===== config.mk =====
export PLATFORM = sky130hd
export DESIGN_NAME = div_unit_flat
export DESIGN_NICKNAME = d
export VERILOG_FILES = /design/src/rtl/div_if.sv /design/src/rtl/div_unit.sv /design/src/flat_wrapper.sv
export SDC_FILE = /design/constraint.sdc
export NUM_CORES = 1
export LEC_CHECK = 0
export ABC_CLOCK_PERIOD_IN_PS = 5100
export CELL_PAD_IN_SITES_DETAIL_PLACEMENT = 0
export CELL_PAD_IN_SITES_GLOBAL_PLACEMENT = 1
export CORE_ASPECT_RATIO = 1.5
export CORE_MARGIN = 2
export CORE_UTILIZATION = 39
export CTS_CLUSTER_SIZE = 20
export DETAILED_ROUTE_END_ITERATION = 10
export PLACE_DENSITY_LB_ADDON = 0.1
export SYNTH_ARGS = -nofsm -noshare
export SYNTH_HDL_FRONTEND = slang
export SYNTH_SLANG_ARGS = --single-unit

===== constraint.sdc =====
create_clock -name clk -period 5.1 [get_ports clk]
set_input_delay 0.51 -clock clk [delete_from_list [all_inputs] [get_ports clk]]
set_output_delay 0.51 -clock clk [all_outputs]
set_load 0.05 [all_outputs]

===== src/rtl/div_if.sv =====
// Divider request/response bundle between EX (master) and div_unit (slave).
`timescale 1ns/1ps
interface div_if #(
    parameter int unsigned DATA_W = 32
);
    logic                  start_i;
    logic                  annul_i;
    logic                  signed_div_i;
    logic [DATA_W-1:0]     opdata1_i;
    logic [DATA_W-1:0]     opdata2_i;
    logic [2*DATA_W-1:0]   result_o;
    logic                  ready_o;
    logic                  stallreq_o;

    modport master (
        output start_i, annul_i, signed_div_i, opdata1_i, opdata2_i,
        input  result_o, ready_o, stallreq_o
    );

    modport slave (
        input  start_i, annul_i, signed_div_i, opdata1_i, opdata2_i,
        output result_o, ready_o, stallreq_o
    );
endinterface


===== src/rtl/div_unit.sv =====
// Multi-cycle restoring divider for MIPS DIV/DIVU: one quotient bit per cycle,
// result {remainder, quotient} for HI/LO writeback.
`timescale 1ns/1ps
module div_unit #(
    parameter int unsigned DATA_W = 32
) (
    input  logic clk,
    input  logic rst,
    div_if.slave bus
);
    localparam int unsigned CNT_W = $clog2(DATA_W);

    typedef enum logic [1:0] {
        S_FREE   = 2'd0,
        S_BYZERO = 2'd1,
        S_ON     = 2'd2,
        S_END    = 2'd3
    } state_t;

    state_t                state;
    logic [CNT_W-1:0]      cnt;
    logic [DATA_W-1:0]     rem_q;
    logic [DATA_W-1:0]     quo_q;
    logic [DATA_W-1:0]     dvs_q;
    logic                  signed_q;
    logic                  sign1_q;
    logic                  sign2_q;
    logic [2*DATA_W-1:0]   result_q;
    logic                  ready_q;

    logic                  start_ok;
    logic [DATA_W-1:0]     op1_mag;
    logic [DATA_W-1:0]     op2_mag;
    logic [DATA_W:0]       shifted;
    logic                  no_borrow;
    logic [DATA_W-1:0]     step_rem;
    logic [DATA_W-1:0]     step_quo;
    logic [DATA_W-1:0]     fin_rem;
    logic [DATA_W-1:0]     fin_quo;
    logic                  last_iter;

    // Operand magnitudes; |0x80000000| stays 0x80000000 and is read as unsigned 2^31.
    always_comb begin
        start_ok = bus.start_i && !bus.annul_i;
        op1_mag  = bus.opdata1_i;
        op2_mag  = bus.opdata2_i;
        if (bus.signed_div_i && bus.opdata1_i[DATA_W-1]) op1_mag = DATA_W'(0) - bus.opdata1_i;
        if (bus.signed_div_i && bus.opdata2_i[DATA_W-1]) op2_mag = DATA_W'(0) - bus.opdata2_i;
    end

    // One restoring step: shift {rem,dividend} left, trial-subtract divisor from the top half.
    always_comb begin
        shifted   = {rem_q, quo_q[DATA_W-1]};
        no_borrow = (shifted >= {1'b0, dvs_q});
        step_rem  = no_borrow ? (shifted[DATA_W-1:0] - dvs_q) : shifted[DATA_W-1:0];
        step_quo  = {quo_q[DATA_W-2:0], no_borrow};
        last_iter = (cnt == CNT_W'(DATA_W - 1));
        fin_quo   = (signed_q && (sign1_q ^ sign2_q)) ? (DATA_W'(0) - step_quo) : step_quo;
        fin_rem   = (signed_q && sign1_q) ? (DATA_W'(0) - step_rem) : step_rem;
    end

    always_ff @(posedge clk or negedge rst) begin
        if (!rst) begin
            state    <= S_FREE;
            cnt      <= '0;
            rem_q    <= '0;
            quo_q    <= '0;
            dvs_q    <= '0;
            signed_q <= 1'b0;
            sign1_q  <= 1'b0;
            sign2_q  <= 1'b0;
            result_q <= '0;
            ready_q  <= 1'b0;
        end else begin
            case (state)
                S_FREE: begin
                    if (start_ok) begin
                        signed_q <= bus.signed_div_i;
                        sign1_q  <= bus.opdata1_i[DATA_W-1];
                        sign2_q  <= bus.opdata2_i[DATA_W-1];
                        cnt      <= '0;
                        if (bus.opdata2_i == '0) begin
                            state <= S_BYZERO;
                        end else begin
                            rem_q <= '0;
                            quo_q <= op1_mag;
                            dvs_q <= op2_mag;
                            state <= S_ON;
                        end
                    end
                end
                S_ON: begin
                    if (bus.annul_i) begin
                        state    <= S_FREE;
                        ready_q  <= 1'b0;
                        result_q <= '0;
                    end else begin
                        rem_q <= step_rem;
                        quo_q <= step_quo;
                        cnt   <= cnt + CNT_W'(1);
                        if (last_iter) begin
                            state    <= S_END;
                            result_q <= {fin_rem, fin_quo};
                            ready_q  <= 1'b1;
                        end
                    end
                end
                S_BYZERO: begin
                    // Architecturally undefined in MIPS; this core returns zero.
                    state    <= bus.annul_i ? S_FREE : S_END;
                    result_q <= '0;
                    ready_q  <= !bus.annul_i;
                end
                S_END: begin
                    if (!bus.start_i) begin
                        state    <= S_FREE;
                        ready_q  <= 1'b0;
                        result_q <= '0;
                    end
                end
                default: state <= S_FREE;
            endcase
        end
    end

    // Stall drops in END so EX advances in the cycle ready_o is high.
    assign bus.stallreq_o = (state == S_FREE && start_ok) || (state == S_ON) || (state == S_BYZERO);
    assign bus.result_o   = result_q;
    assign bus.ready_o    = ready_q;

endmodule


===== src/flat_wrapper.sv =====
// flat-port wrapper written by rule: the top's interface ports become plain ports
module div_unit_flat 
#(
    parameter int unsigned DATA_W = 32
)
  (clk, rst, bus_start_i, bus_annul_i, bus_signed_div_i, bus_opdata1_i, bus_opdata2_i, bus_result_o, bus_ready_o, bus_stallreq_o);
  div_if #(.DATA_W(DATA_W)) bus_i ();
  input  logic clk;
  input  logic rst;
  input wire logic [$bits(bus_i.start_i)-1:0] bus_start_i;
  input wire logic [$bits(bus_i.annul_i)-1:0] bus_annul_i;
  input wire logic [$bits(bus_i.signed_div_i)-1:0] bus_signed_div_i;
  input wire logic [$bits(bus_i.opdata1_i)-1:0] bus_opdata1_i;
  input wire logic [$bits(bus_i.opdata2_i)-1:0] bus_opdata2_i;
  output wire logic [$bits(bus_i.result_o)-1:0] bus_result_o;
  output wire logic [$bits(bus_i.ready_o)-1:0] bus_ready_o;
  output wire logic [$bits(bus_i.stallreq_o)-1:0] bus_stallreq_o;
  assign bus_i.start_i = bus_start_i;
  assign bus_i.annul_i = bus_annul_i;
  assign bus_i.signed_div_i = bus_signed_div_i;
  assign bus_i.opdata1_i = bus_opdata1_i;
  assign bus_i.opdata2_i = bus_opdata2_i;
  assign bus_result_o = bus_i.result_o;
  assign bus_ready_o = bus_i.ready_o;
  assign bus_stallreq_o = bus_i.stallreq_o;
  div_unit #(.DATA_W(DATA_W)) u_core (.clk(clk), .rst(rst), .bus(bus_i));
endmodule

==> results of run 1 <==
kinds of logic (layout without fill, tap and decap cells):
logic type                 Yosys count  in the layout  share of synthesized area
and+or+nand+nor                    510            510                     0.2008
AOI/OAI and AO/OA                  464            464                     0.2281
DFF                                171            171                     0.3558
buffers and inverters              144            251                    0.05213
xor gates and xnor gates           132            132                    0.09614
adders and majority gates           44             44                    0.04641
muxes                               24             24                    0.02060
synth_stat cells, types with 14 or more instances:
cell and instances:
sky130_fd_sc_hd__o21ai_1 23, sky130_fd_sc_hd__xnor2_1 58, sky130_fd_sc_hd__clkbuf_1 56, sky130_fd_sc_hd__nand2_1 205, sky130_fd_sc_hd__nor3_1 22, sky130_fd_sc_hd__a31oi_1 19, sky130_fd_sc_hd__ha_1 43, sky130_fd_sc_hd__nor2_1 132
sky130_fd_sc_hd__a21oi_1 136, sky130_fd_sc_hd__buf_2 21, sky130_fd_sc_hd__nand3_1 17, sky130_fd_sc_hd__inv_1 54, sky130_fd_sc_hd__nand4_1 18, sky130_fd_sc_hd__o31ai_1 17, sky130_fd_sc_hd__xor2_1 74, sky130_fd_sc_hd__o21ai_0 173
sky130_fd_sc_hd__dfrtp_1 171, sky130_fd_sc_hd__and2_1 14, sky130_fd_sc_hd__mux2i_1 18, sky130_fd_sc_hd__or3_1 18
power breakdown:
group	internal, mW	switching [mW]	total [mW]	leakage [nW]
Combinational	1.70	3.22	4.92	3.43
Clock	0.688	0.598	1.29	0.251
Sequential	1.85	0.425	2.27	2.21
Total	4.23	4.24	8.47	5.89
area by class of cell:
class	count	area (sq um)	share of cell area
Clock buffer	20	446.7	0.03125
Clock inverter	12	117.6	0.008228
Inverter	55	206.4	0.01444
Multi-Input combinational cell	1174	7138	0.4994
Sequential cell	171	4279	0.2994
Tap cell	400	500.5	0.03501
Timing Repair Buffer	164	1605	0.1123
worst reg2reg max path, delay by kind of cell, from the launching register on:
kind / cells / cell delay [ns]
xor+xnor: 1 / 0.18
fa+ha+maj: 2 / 0.72
buf+inv: 1 / 0.16
flops: 1 / 0.44
mux: 1 / 0.31
compound gates: 7 / 1.29
simple gates: 4 / 1.47
per-layer routing:
| layer | share of wire | wire length [microns] | global-route usage |
|---|---|---|---|
| met5 | 0 | 0 | 0 |
| met1 | 0.42 | 15580 | 0.2806 |
| met2 | 0.51 | 19260 | 0.4218 |
| met3 | 0.034 | 1268 | 0.03576 |
| met4 | 0.037 | 1379 | 0.1013 |
final timing paths:
check | endpoint | startpoint | slack (ns) | cells past startpoint
worst min-delay path | u_core.bus.result_o[11]$_DFFE_PN0P_ | rst | 0.12 | 1
worst max register to register | u_core.bus.result_o[58]$_DFFE_PN0P_ | u_core.rem_q[3]$_DFFE_PN0P_ | 0.38 | 16
worst min register to register | u_core.bus.result_o[15]$_DFFE_PN0P_ | u_core.bus.result_o[15]$_DFFE_PN0P_ | 0.48 | 2
worst max-delay path | u_core.bus.result_o[58]$_DFFE_PN0P_ | u_core.rem_q[3]$_DFFE_PN0P_ | 0.38 | 16
min in group clk | u_core.bus.result_o[15]$_DFFE_PN0P_ | u_core.bus.result_o[15]$_DFFE_PN0P_ | 0.48 | 2
max in group asynchronous | u_core.dvs_q[1]$_DFFE_PN0P_ | rst | 3.95 | 2
sequential cells by signal, summed over array words and instances (netlist names):
signal               count
u_core.sign1_q           1
u_core.quo_q            32
u_core.sign2_q           1
u_core.state             2
u_core.bus.result_o     64
u_core.signed_q          1
u_core.dvs_q            32
u_core.cnt               5
u_core.bus.ready_o       1
u_core.rem_q            32
==> run summary, run 1 <==
TritonCTS built the clock tree. The detailed-placement wirelength estimate is 28260 microns, and the buffers inserted during post-CTS setup optimization is 0. Counting the buffers created by CTS gives 17. For the clock latency reported for the late side of the worst-skew pair, the log shows 0.46 ns.

In the layout the commonest cells are 204 x sky130_fd_sc_hd__nand2_1, 172 x sky130_fd_sc_hd__o21ai_0, 171 x sky130_fd_sc_hd__dfrtp_1, 136 x sky130_fd_sc_hd__a21oi_1, 133 x sky130_fd_sc_hd__clkdlybuf4s50_1. For the pin with the worst max-slew slack, the measured transition is 1.111 ns. Global routing finished with a remaining overflow of 0. Power spread over the standard cell area amounts to 592.8 mW/mm^2. For the count of antenna diodes in the layout, the log shows 0. The share of flip-flops with an asynchronous set or reset after synthesis was 1.000; the DRC violation count after routing was 0. Master of the slowest instance on the critical path: sky130_fd_sc_hd__or3_2.

During synthesis, Yosys emitted a total of 0 warnings. The vertical die dimension works out to 219.1 microns. After layout, the worst setup slack is 0.3790 ns. The die covers 0.03228 sq mm.

Minimum clock period: 4.721 ns. The critical path in this run is classified as flop to flop. For the sequential fraction of the synthesis area, the log shows 0.3558. The cell area after layout was 0.01429 sq mm; the count of routing violations after the opening detailed-route iteration was 609.

The number of I/O port buffers works out to 134. The count of endpoints failing setup in the final report was 0; the total negative slack for setup checks was 0 ns. Summed over all instances, the cell type with the most area after synthesis is sky130_fd_sc_hd__dfrtp_1. The average wire per standard cell works out to 18.78 microns.

The critical path data arrival time was 5.02 ns; the average cell area after synthesis was 8.076 sq um. The initialized floorplan defines 78 standard-cell rows. In this run, synthesis inferred 0 flip-flops with an integrated enable.

The run finished with clean final reports. Routability-driven placement finished with a final weighted congestion of 0.8977. The area of placed instances is 0.01373 sq mm.

After detailed placement, the design holds a cell count of 1964. The final layout contains 1696 nets. At the worst endpoint, the required time is 5.40 ns.

The region available for standard cell placement spans 0.03035 sq mm. Proportion of layout cells with a drive suffix above 1: 0.06078. Based on the critical path, the design can be clocked at up to 0.2118 GHz.

For the initial antenna violation count, the log shows 0. Setup repair after global routing left no endpoint under its margin. The number of buffers added to fix hold violations after cts was 0; the worst-path maximum fanout was 8. OpenSTA, run right after detailed placement, puts the worst setup slack at 0.4042 ns.

The worst hold slack after final layout is 0.1181 ns. The run gives 0 as the max-slew violation count. Relative slew slack: 0.2578. The logs give 0.01203 sq mm for the post-synth design cell area and 59850 microns for the first-pass GRT wire length.

For the effective utilization at floorplan, the log shows 0.3962. The clock-pin slew reported for the worst setup and hold paths after clock tree synthesis is 0.07 ns, and the floorplan die width is 147.4 microns. No sink is reached through more buffers than the 2 on the longest clock path. Among cell families on the critical path, the largest total delay comes from simple AND/OR/NAND/NOR gates.

Leaving out fill and tap cells, the most frequent cell in the layout is sky130_fd_sc_hd__nand2_1. The tools report the number of nets still failing antenna checks after routing as 0. STA classifies the critical path endpoint as a flop. Leaving out filler cells and counting taps, the final layout contains 1996. The via total after detailed routing is 10890, and the clock net sink count is 171. The total wire length after detailed routing came out at 37490 microns. STA classifies the critical path startpoint as a flop.

The overall routing resource usage was 0.2359; the first-pass iteration count of the detailed router was 5. The total leakage power was 5.887 nW; the maximum resistive drop on vdd was 293.2 uV. The ratio of final minimum period to clock period works out to 0.9257.

In this design, the critical path's most frequently occurring cell is sky130_fd_sc_hd__ha_1. The run gives 0 as the number of gates resized after CTS. In the synthesized netlist the dominant register cell turns out to be sky130_fd_sc_hd__dfrtp_1. The H-tree was split into 4 levels. The number of instances in the synthesized netlist is 1489, and the number of buffer and inverter stages on the critical path is 1. The count of pins on the block boundary was 135; the pin count of the biggest net entering global routing was 90. Final hold violation count: 0. The worst hold path belongs to the class input port to asynchronous set/reset pin. The fraction of the core area covered by cells at the end of the flow is 0.4709. Ranked by total cell area, the synthesized netlist is headed by sky130_fd_sc_hd__dfrtp_1 36%, sky130_fd_sc_hd__o21ai_0 7.2%, sky130_fd_sc_hd__nand2_1 6.4%, sky130_fd_sc_hd__a21oi_1 5.7%, sky130_fd_sc_hd__xor2_1 5.4%.

The top cell type's share of synthesized area was 0.3558; the number of flip-flops and latches in the synthesized netlist was 171. The layout has 3059 filler cells. The tools report the via count of the first global-routing pass as 10870.

Using the TritonRoute via totals, the vias-per-cell ratio works out to 5.457. Counting every net in the synthesized netlist gives 1602. The layout-stage area growth over the synthesis result is 18.86%.

Summing internal, switching and leakage power gives 8.473 mW. Traced cell by cell, the critical path runs through ha_1, a21o_1, a31o_1, o211ai_2, a211oi_1, or3_2, inv_2, mux2i_1, ha_1, nand4_1, or4_1, o41ai_2, and4b_1, a31oi_1, xnor2_1, o21ai_0. The logs give 0 for the max capacitance violation total and 85 for the number of distinct standard cells referenced by the synthesized netlist.

The largest single stage delay on the critical path is 0.48 ns. The run gives 0.01292 ns as the setup clock skew after layout. The clock tree root driver cell was sky130_fd_sc_hd__clkbuf_16.
Power figures use the tool's default switching activity.
==> run 2, diff against run 1 <==
--- a/config.mk
+++ b/config.mk
@@ -5,12 +5,12 @@
 export SDC_FILE = /design/constraint.sdc
 export NUM_CORES = 1
 export LEC_CHECK = 0
-export ABC_CLOCK_PERIOD_IN_PS = 5100
+export ABC_CLOCK_PERIOD_IN_PS = 5900
 export CELL_PAD_IN_SITES_DETAIL_PLACEMENT = 0
 export CELL_PAD_IN_SITES_GLOBAL_PLACEMENT = 1
 export CORE_ASPECT_RATIO = 1.5
 export CORE_MARGIN = 2
-export CORE_UTILIZATION = 39
+export CORE_UTILIZATION = 46
 export CTS_CLUSTER_SIZE = 20
 export DETAILED_ROUTE_END_ITERATION = 10
 export PLACE_DENSITY_LB_ADDON = 0.1
==> constraint.sdc (replaced) <==
create_clock -name clk -period 5.9 [get_ports clk]
set_input_delay 0.59 -clock clk [delete_from_list [all_inputs] [get_ports clk]]
set_output_delay 0.59 -clock clk [all_outputs]
set_load 0.05 [all_outputs]
==> run summary, run 2 (same netlist as run 1, synthesis figures left out) <==
The flow ran to the end, and the final reports show no timing, DRC or antenna violations. The largest stage delay on the critical path is 0.48 ns (about the same), and the first-pass iteration count of the detailed router is 7 (+2). Clock tree synthesis selected as its root buffer the cell sky130_fd_sc_hd__clkbuf_16. The count of endpoints failing setup in the final report was 0 (unchanged). The initial antenna violation count came out at 0 (unchanged).

The library cell used most frequently in the layout, excluding fill and tap cells, is sky130_fd_sc_hd__nand2_1. The run gives 0.004279 sq mm (unchanged) as the area taken by flip-flops and latches. The setup path with the least slack is of type flop to flop.

The total routed wire length on the met1 layer came out at 14270 microns (-8.4%). The final net count was 1679 (-1.0%); the clock latency reported for the late side of the worst-skew pair was 0.46 ns (about the same). The worst-path maximum fanout is 12 (+4), and the average wire per standard cell is 18.38 microns (-2.1%). The layout-stage area growth over the synthesis result came out at 17.01%. TritonCTS built the clock tree. The internal portion of total power is 3.695 mW (-13%), and the residual overflow from global routing is 0 (unchanged).

The count of routing violations after the opening detailed-route iteration was 704 (+16%); the detailed-placement wirelength estimate was 26330 microns (-6.8%). The ratio of final minimum period to clock period works out to 0.8419 (-0.08383). The tools report the setup clock skew after layout as 0.01165 ns (-0.001274 ns).

TritonCTS buffer count: 17 (unchanged). The via total after detailed routing was 10890 (-0.073%); the clock-pin slew reported for the worst setup and hold paths after clock tree synthesis was 0.07 ns (about the same). The library cells used most frequently in the layout, excluding fill and tap cells, are 204 x sky130_fd_sc_hd__nand2_1, 172 x sky130_fd_sc_hd__o21ai_0, 171 x sky130_fd_sc_hd__dfrtp_1, 136 x sky130_fd_sc_hd__a21oi_1, 133 x sky130_fd_sc_hd__clkdlybuf4s50_1. The combinational power share was 0.572 (-0.008). Element type at the critical path end: a flop. The routed length on met3 is 1482 microns (+17%), and the detailed-routed wire length on met2 is 18180 microns (-5.6%). The effective utilization at floorplan came out at 0.4667 (+0.07054).

The startpoint identified for the worst register-to-register timing path is u_core.rem_q[3]$_DFFE_PN0P_. The proportion of layout cells with a drive suffix above 1 is 0.04940 (-0.01138). The run gives 4 (unchanged) as the level count of the clock H-tree. The highest signal layer in the routed design is met4. The number of gates resized after CTS is 0 (unchanged). For the final hold violation count, the log shows 0 (unchanged).

The via count of the first global-routing pass is 10880 (+0.10%), and the number of rows in the core area is 72 (-7.7%). The net switching share of the total power came out at 0.4944 (-0.006385). The run gives 0.2617 (+0.02576) as the overall routing resource usage.

The run gives 0.2013 GHz (-5.0%) as the maximum clock frequency. The total power density per cell area works out to 519.4 mW/mm^2 (-12%). In this design, the critical path's most frequently occurring cell is sky130_fd_sc_hd__ha_1. The pin count of the biggest net entering global routing was 81 (-10%); the total negative slack for setup checks was 0 ns (unchanged).

Setup repair after global routing left no endpoint under its margin. The flip-flop count of the largest register, all copies and words added is 64 (unchanged), and the floorplan die width is 136.0 microns (-7.7%). The run gives 56460 microns (-5.7%) as the first-pass GRT wire length. The logs give 265.8 uV (-9.3%) for the maximum resistive drop on vdd and 0.9633 (+7.3%) for the placer's final routability congestion estimate.

The logs give 0.93 ns (+0.55 ns) for the register-to-register setup slack and 2552 (-17%) for the count of fill cells added during filler insertion. The tools report the number of buffers added to fix hold violations after cts as 0 (unchanged). The count of antenna diodes in the layout was 0 (unchanged). The area used by multi-input combinational logic came out at 0.007137 sq mm (about the same). Master of the slowest instance on the critical path: sky130_fd_sc_hd__or3_2. The worst hold path belongs to the class input port to asynchronous set/reset pin. The worst hold slack after final layout is 0.1944 ns (+0.07636 ns). In this run the critical register-to-register path is captured at u_core.bus.result_o[54]$_DFFE_PN0P_. The startpoint type of the worst setup path is a flop.

The run gives 0.02576 sq mm (-15%) as the total core area. The buffers inserted during post-CTS setup optimization came out at 0 (unchanged). The proportion of power drawn by the clock network was 0.158 (+0.006); the total wire length after detailed routing was 35140 microns (-6.3%). The vertical die dimension is 202.0 microns (-7.8%), and the maximum root-to-sink buffer count is 2 (unchanged). The max-slew violation count is 0 (unchanged), and the max capacitance violation total is 0 (unchanged). The logs give 3.613 mW (-15%) for the net switching power of the design and 5.33 ns (+0.31 ns) for the critical path data arrival time. The number of nets still failing antenna checks after routing is 0 (unchanged). The measured slew at the worst slew-check pin is 1.094 ns (-0.01632 ns), and the DRC violation count after routing is 0 (unchanged). The tools report the required time of the critical path as 6.27 ns (+0.87 ns). The count of cells along the worst register-to-register path was 17 (+1); the minimum clock period was 4.967 ns (+0.2460 ns). The part of the total power dissipated in sequential elements was 0.270 (+0.002). The overall die area was 0.02748 sq mm (-15%); the detail-routed via count per cell was 5.693 (+4.3%). The total leakage power is 5.819 nW (-1.2%), and the relative slew slack is 0.2687 (+0.01091). Traced cell by cell, the critical path runs through ha_1, a21o_1, a31o_1, o211ai_2, a211oi_1, or3_2, inv_2, mux2i_1, ha_1, nand4_1, or4_1, o41ai_2, buf_4, and4b_1, a21oi_1, xor2_1, o21ai_0.

The clock net sink count came out at 171 (unchanged). The number of I/O port buffers is 134 (unchanged), and the count of pins on the block boundary is 135 (unchanged).
## run 2: changes by cell type in the layout (fill, tap and decap cells not counted), moves of 2 or more
cell                         before  now
sky130_fd_sc_hd__buf_4           27   13
sky130_fd_sc_hd__clkinvlp_4       7    3
sky130_fd_sc_hd__buf_12           3    0
sky130_fd_sc_hd__clkbuf_8         1    3
## run 2: critical path: cells and delay by family (launching register included)
family / cells / cell delay [ns]
simple gates: 4 / 1.41
compound gates: 7 / 1.31
fa+ha+maj: 2 / 0.72
buf+inv: 2 / 0.46
flops: 1 / 0.44
mux: 1 / 0.32
xor+xnor: 1 / 0.19
## run 2: cell type report
cell class,instances,area share
clock buffer,23,0.03397
clock inverter,9,0.008092
multi-input combinational,1174,0.5072
inverter,55,0.01467
timing repair buffer,147,0.1023
tap,333,0.02961
sequential,171,0.3041
## run 2: worst max-delay path by stage
stage | startpoint | end | slack [ns] | depth (start not counted)
6_report | u_core.rem_q[3]$_DFFE_PN0P_ | u_core.bus.result_o[54]$_DFFE_PN0P_ | 0.93 | 17
5_1_grt | u_core.rem_q[3]$_DFFE_PN0P_ | u_core.bus.result_o[58]$_DFFE_PN0P_ | 0.61 | 17
4_1_cts | u_core.rem_q[3]$_DFFE_PN0P_ | u_core.bus.result_o[54]$_DFFE_PN0P_ | 0.97 | 17
3_5_place_dp | u_core.rem_q[3]$_DFFE_PN0P_ | u_core.bus.result_o[58]$_DFFE_PN0P_ | 1.0 | 17
3_3_place_gp | u_core.rem_q[3]$_DFFE_PN0P_ | u_core.bus.result_o[56]$_DFFE_PN0P_ | 1.12 | 17
2_1_floorplan | u_core.rem_q[3]$_DFFE_PN0P_ | u_core.bus.result_o[58]$_DFFE_PN0P_ | 1.19 | 24
## run 2: stage by stage
stage / setup slack, ns / power, mW / instances / util / cell area (sq um)
6_report: 0.9331 / 7.308 / 1912 / 0.5461 / 14070
5_1_grt: 0.6102 / 7.857 / 1912 / 0.5461 / 14070
4_1_cts: 0.9725 / 7.342 / 1912 / 0.5461 / 14070
3_5_place_dp: 0.9966 / 6.153 / 1880 / 0.5232 / 13480
3_3_place_gp: 1.117 / 6.115 / 1880 / 0.5232 / 13480
2_1_floorplan: 1.192 / 4.946 / 1489 / - / 12030
## run 2: metal layers
layer | track usage | vias to the layer above
met5 | 0 | -
met4 | 0.1146 | 0
met3 | 0.04264 | 63
met2 | 0.4612 | 245
met1 | 0.3097 | 5184
li1 | - | 5393
## run 2: power groups by stage
stage	clock network, mW	logic, mW	registers [mW]
floorplan	0	2.57	2.38
global placement	0	4.14	1.98
detailed placement	0	4.17	1.99
CTS	1.18	4.19	1.97
global route	1.22	4.61	2.03
finish	1.16	4.18	1.97
